==> src/rtl/fetch_stage_if.sv <==
// Instruction-memory request/response bus between the fetch stage and instruction memory.
// One request may be outstanding; responses come back in order.
interface fetch_stage_if #(
    parameter int ADDR_SIZE  = 32,
    parameter int INSTR_SIZE = 32
);
    logic                  req;
    logic [ADDR_SIZE-1:0]  addr;
    logic                  gnt;
    logic                  rvalid;
    logic [INSTR_SIZE-1:0] rdata;

    modport master (
        output req,
        output addr,
        input  gnt,
        input  rvalid,
        input  rdata
    );

    modport slave (
        input  req,
        input  addr,
        output gnt,
        output rvalid,
        output rdata
    );
endinterface

==> src/rtl/fetch_stage.sv <==
// Instruction-fetch stage: owns the PC, fetches one instruction at a time and feeds the
// IF/ID slot, absorbing decode stalls with a one-entry skid buffer and handling redirects.
module fetch_stage #(
    parameter int                   INSTR_SIZE = 32,
    parameter int                   ADDR_SIZE  = 32,
    parameter logic [ADDR_SIZE-1:0] RESET_PC   = '0
) (
    input  logic                  clk,
    input  logic                  rst,
    fetch_stage_if.master         imem,
    input  logic                  stall_d,
    input  logic                  brn_taken,
    input  logic [ADDR_SIZE-1:0]  brn_target,
    output logic [INSTR_SIZE-1:0] instr_d,
    output logic [ADDR_SIZE-1:0]  pc_d,
    output logic                  valid_d
);

    localparam logic [INSTR_SIZE-1:0] NOP        = INSTR_SIZE'(32'h0000_0013);
    localparam logic [ADDR_SIZE-1:0]  ALIGN_MASK = ~ADDR_SIZE'(3);
    localparam logic [ADDR_SIZE-1:0]  PC_STEP    = ADDR_SIZE'(4);

    typedef enum logic [1:0] {
        S_REQ,
        S_WAIT,
        S_HOLD
    } state_t;

    state_t                state;
    state_t                state_next;
    logic                  drop;
    logic                  drop_next;

    logic [ADDR_SIZE-1:0]  pc;
    logic [ADDR_SIZE-1:0]  req_addr;

    logic                  buf_valid;
    logic [INSTR_SIZE-1:0] buf_instr;
    logic [ADDR_SIZE-1:0]  buf_pc;

    logic                  grant;
    logic                  slot_free;
    logic                  rsp_live;
    logic                  in_flight;

    always_ff @(posedge clk or posedge rst) begin
        if (rst) begin
            state <= S_REQ;
            drop  <= 1'b0;
        end else begin
            state <= state_next;
            drop  <= drop_next;
        end
    end

    // in_flight: a granted request whose response has not come back by the end of this cycle.
    always_comb begin
        imem.req   = (state == S_REQ) && !rst;
        imem.addr  = pc;
        grant      = imem.req && imem.gnt;
        slot_free  = !valid_d || !stall_d;
        rsp_live   = (state == S_WAIT) && imem.rvalid && !drop;
        in_flight  = grant || ((state == S_WAIT) && !imem.rvalid);
        state_next = state;
        drop_next  = drop;

        if (brn_taken) begin
            state_next = in_flight ? S_WAIT : S_REQ;
            drop_next  = in_flight;
        end else begin
            case (state)
                S_REQ: begin
                    if (grant) begin
                        state_next = S_WAIT;
                    end
                end
                S_WAIT: begin
                    if (imem.rvalid) begin
                        drop_next  = 1'b0;
                        state_next = (drop || slot_free) ? S_REQ : S_HOLD;
                    end
                end
                S_HOLD: begin
                    if (slot_free) begin
                        state_next = S_REQ;
                    end
                end
                default: begin
                    state_next = S_REQ;
                end
            endcase
        end
    end

    // The skid buffer outranks a fresh response for the slot; both cannot occur together.
    always_ff @(posedge clk or posedge rst) begin
        if (rst) begin
            pc        <= RESET_PC;
            req_addr  <= RESET_PC;
            buf_valid <= 1'b0;
            buf_instr <= NOP;
            buf_pc    <= '0;
            instr_d   <= NOP;
            pc_d      <= '0;
            valid_d   <= 1'b0;
        end else if (brn_taken) begin
            pc        <= brn_target & ALIGN_MASK;
            buf_valid <= 1'b0;
            valid_d   <= 1'b0;
        end else begin
            if (grant) begin
                pc       <= pc + PC_STEP;
                req_addr <= pc;
            end

            if (buf_valid && slot_free) begin
                instr_d   <= buf_instr;
                pc_d      <= buf_pc;
                valid_d   <= 1'b1;
                buf_valid <= 1'b0;
            end else if (rsp_live && slot_free) begin
                instr_d <= imem.rdata;
                pc_d    <= req_addr;
                valid_d <= 1'b1;
            end else if (rsp_live) begin
                buf_instr <= imem.rdata;
                buf_pc    <= req_addr;
                buf_valid <= 1'b1;
            end else if (!stall_d) begin
                valid_d <= 1'b0;
            end
        end
    end

endmodule
==> src/flat_wrapper.sv <==
// flat-port wrapper written by rule: the top's interface ports become plain ports
module fetch_stage_flat 
#(
    parameter int                   INSTR_SIZE = 32,
    parameter int                   ADDR_SIZE  = 32,
    parameter logic [ADDR_SIZE-1:0] RESET_PC   = '0
)
  (clk, rst, stall_d, brn_taken, brn_target, instr_d, pc_d, valid_d, imem_req, imem_addr, imem_gnt, imem_rvalid, imem_rdata);
  fetch_stage_if #(.ADDR_SIZE(ADDR_SIZE), .INSTR_SIZE(INSTR_SIZE)) imem_i ();
  input  logic clk;
  input  logic rst;
  input  logic stall_d;
  input  logic brn_taken;
  input  logic [ADDR_SIZE-1:0] brn_target;
  output logic [INSTR_SIZE-1:0] instr_d;
  output logic [ADDR_SIZE-1:0] pc_d;
  output logic valid_d;
  output wire logic [$bits(imem_i.req)-1:0] imem_req;
  output wire logic [$bits(imem_i.addr)-1:0] imem_addr;
  input wire logic [$bits(imem_i.gnt)-1:0] imem_gnt;
  input wire logic [$bits(imem_i.rvalid)-1:0] imem_rvalid;
  input wire logic [$bits(imem_i.rdata)-1:0] imem_rdata;
  assign imem_req = imem_i.req;
  assign imem_addr = imem_i.addr;
  assign imem_i.gnt = imem_gnt;
  assign imem_i.rvalid = imem_rvalid;
  assign imem_i.rdata = imem_rdata;
  fetch_stage #(.INSTR_SIZE(INSTR_SIZE), .ADDR_SIZE(ADDR_SIZE), .RESET_PC(RESET_PC)) u_core (.clk(clk), .rst(rst), .imem(imem_i), .stall_d(stall_d), .brn_taken(brn_taken), .brn_target(brn_target), .instr_d(instr_d), .pc_d(pc_d), .valid_d(valid_d));
endmodule
==> config.mk <==
export PLATFORM = sky130hd
export DESIGN_NAME = fetch_stage_flat
export DESIGN_NICKNAME = d
export VERILOG_FILES = /design/src/rtl/fetch_stage_if.sv /design/src/rtl/fetch_stage.sv /design/src/flat_wrapper.sv
export SDC_FILE = /design/constraint.sdc
export NUM_CORES = 1
export LEC_CHECK = 0
export CORE_MARGIN = 2
export CORE_UTILIZATION = 39
export DETAILED_ROUTE_END_ITERATION = 10
export PLACE_DENSITY_LB_ADDON = 0.3
export SYNTH_ARGS = -nofsm -noshare
export SYNTH_HDL_FRONTEND = slang
export SYNTH_SLANG_ARGS = --single-unit
==> constraint.sdc <==
create_clock -name clk -period 9.1 [get_ports clk]
set_input_delay 1.82 -clock clk [delete_from_list [all_inputs] [get_ports clk]]
set_output_delay 1.82 -clock clk [all_outputs]
set_load 0.01 [all_outputs]
After elaboration in Yosys (flattened, before gate mapping) --
Index checks and enable logic that the tools add are counted.
Word-level totals: input port bits 70, logic and storage cells 75, flip-flop bits (word level) 197, output and inout port bits 98
Operators by class: $add $sub $neg 1, mux-type cells 25, eq/ne operators 8, reduce and logical (&&, ||, !) cells 28, bitwise logic cells 3
Operators with widths (number):
- 2-to-1 mux 32 bit | 6
- adder 32 x 3 -> 32 bit (second input constant) | 1
- 2-to-1 mux 1 bit | 13
- 2-to-1 mux 2 bit | 5
- AND reduction 2 bit | 5
- != test 3 x 2 -> 1 bit (second input constant) | 3
- nonzero test 2 bit | 4
- logical AND 1 bit | 7
- case mux 2 bit (3 select lines) | 1
- logical NOT 1 bit | 5
- != test 4 x 1 -> 1 bit (second input constant) | 1
- != test 4 bit (second input constant) | 1
- AND reduction 4 bit | 1
- logical OR 1 bit | 3
- != test 3 bit (second input constant) | 1
- NOT 1 bit | 3
- AND reduction 3 bit | 1
- nonzero test 3 bit | 1
- equality test 2 x 1 -> 1 bit (second input constant) | 1
- equality test 2 bit (second input constant) | 1
- logical NOT 2 bit | 1

Depth between registers and ports, before layout --
depth after elaboration 7, gate-level depth with buffers 6, gate-level depth less buffers 5

Least setup slack after synthesis --
Ideal clock, no wire load.
path kind in2out, start point in rst, end point out imem_req, arrival time 2.079 ns, path slack 5.201 ns, path buffers 0, required time 7.280 ns, cell stages on the path 1, cell sequence nor3_1
Between the ends: cells in the longest elaborated chain, start to end 2
RTL lines:
- from (decl) | line flat_wrapper.sv:11 | input logic rst;
- logical NOT 1 bit | line fetch_stage.sv:58 | imem.req = (state == S_REQ) && !rst;
- logical AND 1 bit | line fetch_stage.sv:58
- to (decl) | line flat_wrapper.sv:18 | output wire logic [$bits(imem_i.req)-1:0] imem_req;
Every way passes these cells.

Worst setup path after layout --
Same ends and word-level chain as after synthesis.

==> results by group <==
Global routing
  • Total congestion overflow: 0
  • First-pass GRT wire length: 29200 um
  • Vias in the first global route: 5554
  • Largest net degree at the start of global routing: 126
  • Total GRT Usage: 16.7%
  • Antenna violations before repair: 0

STA
  • Final-report max-slew violation count: 0
  • Worst-Margin Slew: 1120 ps
  • Skew final: 9.28 ps
  • # setup viols final: 0
  • Final worst-path cycle share: between 50% and 60%
  • RSZ-0062 raised after global routing: no
  • Setup TNS: 0 ps
  • Final Hold Fails: 0
  • Max Clock Freq: 198 MHz
  • Setup WS post-layout: 4040 ps
  • Tmin final: 5060 ps
  • Minimum hold slack: ~480 ps
  • Slew margin rel.: 25.3%

Critical path
  • Critical Path Sink Type: output pin
  • Critical Path Start Type: input pin
  • Reg2Reg Depth: 4
  • Critical path arrival: 3240 ps
  • Setup CP Type: in2out
  • CP required: 7280 ps
  • Worst-path fanout max: 4

Power
  • Leakage: between 4 and 5 nW
  • Total power: 2.42 mW
  • Max VDD drop: 119 uV
  • Int Power: 1.73 mW
  • Combinational Power Share: about 25%
  • Pwr dens: between 200 and 250 mW/mm2
  • Sw Share: 28.5%
  • Psw: 0.691 mW
  • Clk network pwr share: ~28%
  • Sequential share of power: between 40% and 50%

Placement
  • Place WS: slightly below 4000 ps
  • DP HPWL: between 10000 and 15000 um
  • # placed instances: 1095
  • Routability Congestion: roughly 0.8
  • IO Port Bufs: roughly 160

Synthesis
  • Top post-synthesis cells by area: dfrtp_1 (56%), mux2_2 (13%), mux2i_1 (7.8%)
  • Post-synthesis register bit count: 189
  • FFs w/ async S/R, synth: 100%
  • Post-synth top area cell: dfrtp_1
  • Mapped cell area: 0.00821 mm2
  • Sequential element share of the synthesized area: ~58%
  • Most frequent cells after synthesis: dfrtp_1 (183), mux2_2 (92), nand2_1 (91)
  • Post-synth EDFFs: 0
  • Yosys top cell area share: 55.8%
  • Cell with the most instances after synthesis: dfrtp_1
  • Yosys warning count: 0
  • Netlist cell types: 40
  • Post-synthesis cell count: approximately 690
  • Main synth FF type: dfrtp_1
  • Syn avg cell area: 11.8 um2

Drt
  • ANT nets after route: 0
  • Pre-antenna DRT Iters: 4
  • Post-route DRC: 0
  • Routed WL: 18100 um
  • Vias per cell: 5.07
  • WL/cell: about 16 um
  • Via count: about 5700
  • Iteration-0 DRC Markers: 225

Clock network
  • Postcts setup bufs: 0
  • CTS tree: done
  • CTS clock-pin slew for the worst setup and hold paths: 60 ps
  • Post-cts gate resize count: 0
  • Post-CTS Hold Buffers: 0
  • Longest Clk Path Bufs: 2
  • Total CTS buffers: 17
  • Skew-Pair Late Insertion Delay: 430 ps
  • Root buffer cell: clkbuf_16
  • Clk sinks: 189
  • H-Tree Level Count: 4

Floorplanning
  • Number of placed I/O pins: 168
  • Cell Rows: 53
  • Die area: 0.0222 mm2
  • Die height: 149 um
  • Core ar.: 0.0208 mm2
  • Initial core utilization: 39.4%
  • Die Wd: 149 um

Finish
  • FF/Latch Area: approximately 0.0047 mm2
  • Layout net count: 910
  • Layout cells sized above 1: 16.2%
  • Area of the multi-input gates: 0.00330 mm2
  • Layout fillers: 1911
  • Layout area overhead: 29.0%
  • Fin cells: 1125
  • Inserted Diodes: 0

Run
  • Max capacitance violation total: 0

Min path
  • Worst hold path cell count: 2
  • Hold crit path type: reg2reg

Outcome
  • Outcome: finished clean
## final cells by class
type | count | share of cell area (%)
clock buffer | 22 | 4.38
clock inverter | 8 | 0.591
inverter | 6 | 0.284
multi-input combinational | 458 | 31.1
sequential | 189 | 44.7
tap | 275 | 3.25
timing repair buffer | 167 | 15.6
## registers in the layout (all words and copies together) (netlist names), 2 cells and up
name,cells
u_core.buf_instr,32
u_core.instr_d,32
u_core.buf_pc,30
u_core.imem.addr,30
u_core.pc_d,30
u_core.req_addr,30
u_core.state,2
## worst paths after layout
kind                                         from                    to  slack [ps]
worst max-delay path                          rst              imem_req        4040
worst min-delay path            u_core.instr_d[5]     u_core.instr_d[5]         480
worst max register to register    u_core.state[0]  u_core.imem.addr[27]        5870
worst min register to register  u_core.instr_d[5]     u_core.instr_d[5]         480
max in group asynchronous                     rst        u_core.pc_d[9]        5590
min in group asynchronous                     rst  u_core.imem.addr[12]        2090
## cells by family (layout without fill, tap and decap cells)
group	count (synthesis)	in the layout	synth area share [%]
buf+inv	50	203	2.48
mux	156	156	20.4
compound gates	115	115	7.98
other cells	1	4	0.0457
fa+ha+maj	1	1	0.152
xor+xnor	9	9	0.960
simple gates	173	173	10.3
flops	189	189	57.7
## worst max-delay path: stages
cell             delay [ps]
clkdlybuf4s50_1         570
nor3_1                  270
clkdlybuf4s50_1         590
## placed cells by master, fill, tap and decap left out, types with 2 or more instances in the layout
| master | n |
|---|---|
| dfrtp_1 | 183 |
| or4_1 | 17 |
| xor2_1 | 7 |
| a31oi_1 | 16 |
| or3_1 | 3 |
| conb_1 | 4 |
| nand2_1 | 90 |
| xnor2_1 | 2 |
| dfstp_2 | 6 |
| nand4_1 | 11 |
| nor2_1 | 17 |
| and3_1 | 4 |
| buf_4 | 6 |
| clkbuf_1 | 3 |
| clkbuf_8 | 2 |
| o21ai_0 | 77 |
| mux2i_1 | 64 |
| and4_1 | 5 |
| o31ai_1 | 12 |
| clkdlybuf4s50_1 | 161 |
| clkbuf_16 | 17 |
| nand3_1 | 11 |
| inv_1 | 4 |
| inv_6 | 2 |
| nor3_1 | 3 |
| and2_1 | 3 |
| clkinvlp_4 | 6 |
| mux2_2 | 92 |
| o211ai_1 | 4 |
## power by group through the flow
stage	Clock [mW]	Sequential, mW	Combinational, mW
finish	0.680	1.15	0.593
global route	0.733	1.18	0.654
detailed placement	0	1.17	0.604
floorplan	0	1.20	0.196
global placement	0	1.16	0.594
CTS	0.704	1.15	0.605
## per-stage QoR
stage	cell area [um2]	util, %
CTS	10600	50.9
finish	10600	50.9
global route	10600	50.9
global placement	10100	48.3
detailed placement	10100	48.3
floorplan	8220	-
## routing by layer
| layer | vias up | part of all wire [%] | global-route usage, % |
|---|---|---|---|
| met1 | 2760 | 50 | 24.5 |
| met4 | 0 | 1.5 | 5.81 |
| met5 | - | 0 | 0 |
| met2 | 145 | 44 | 25.2 |
| met3 | 17 | 4.5 | 2.94 |
| li1 | 2779 | - | - |
(Power assumes the default switching activity.)
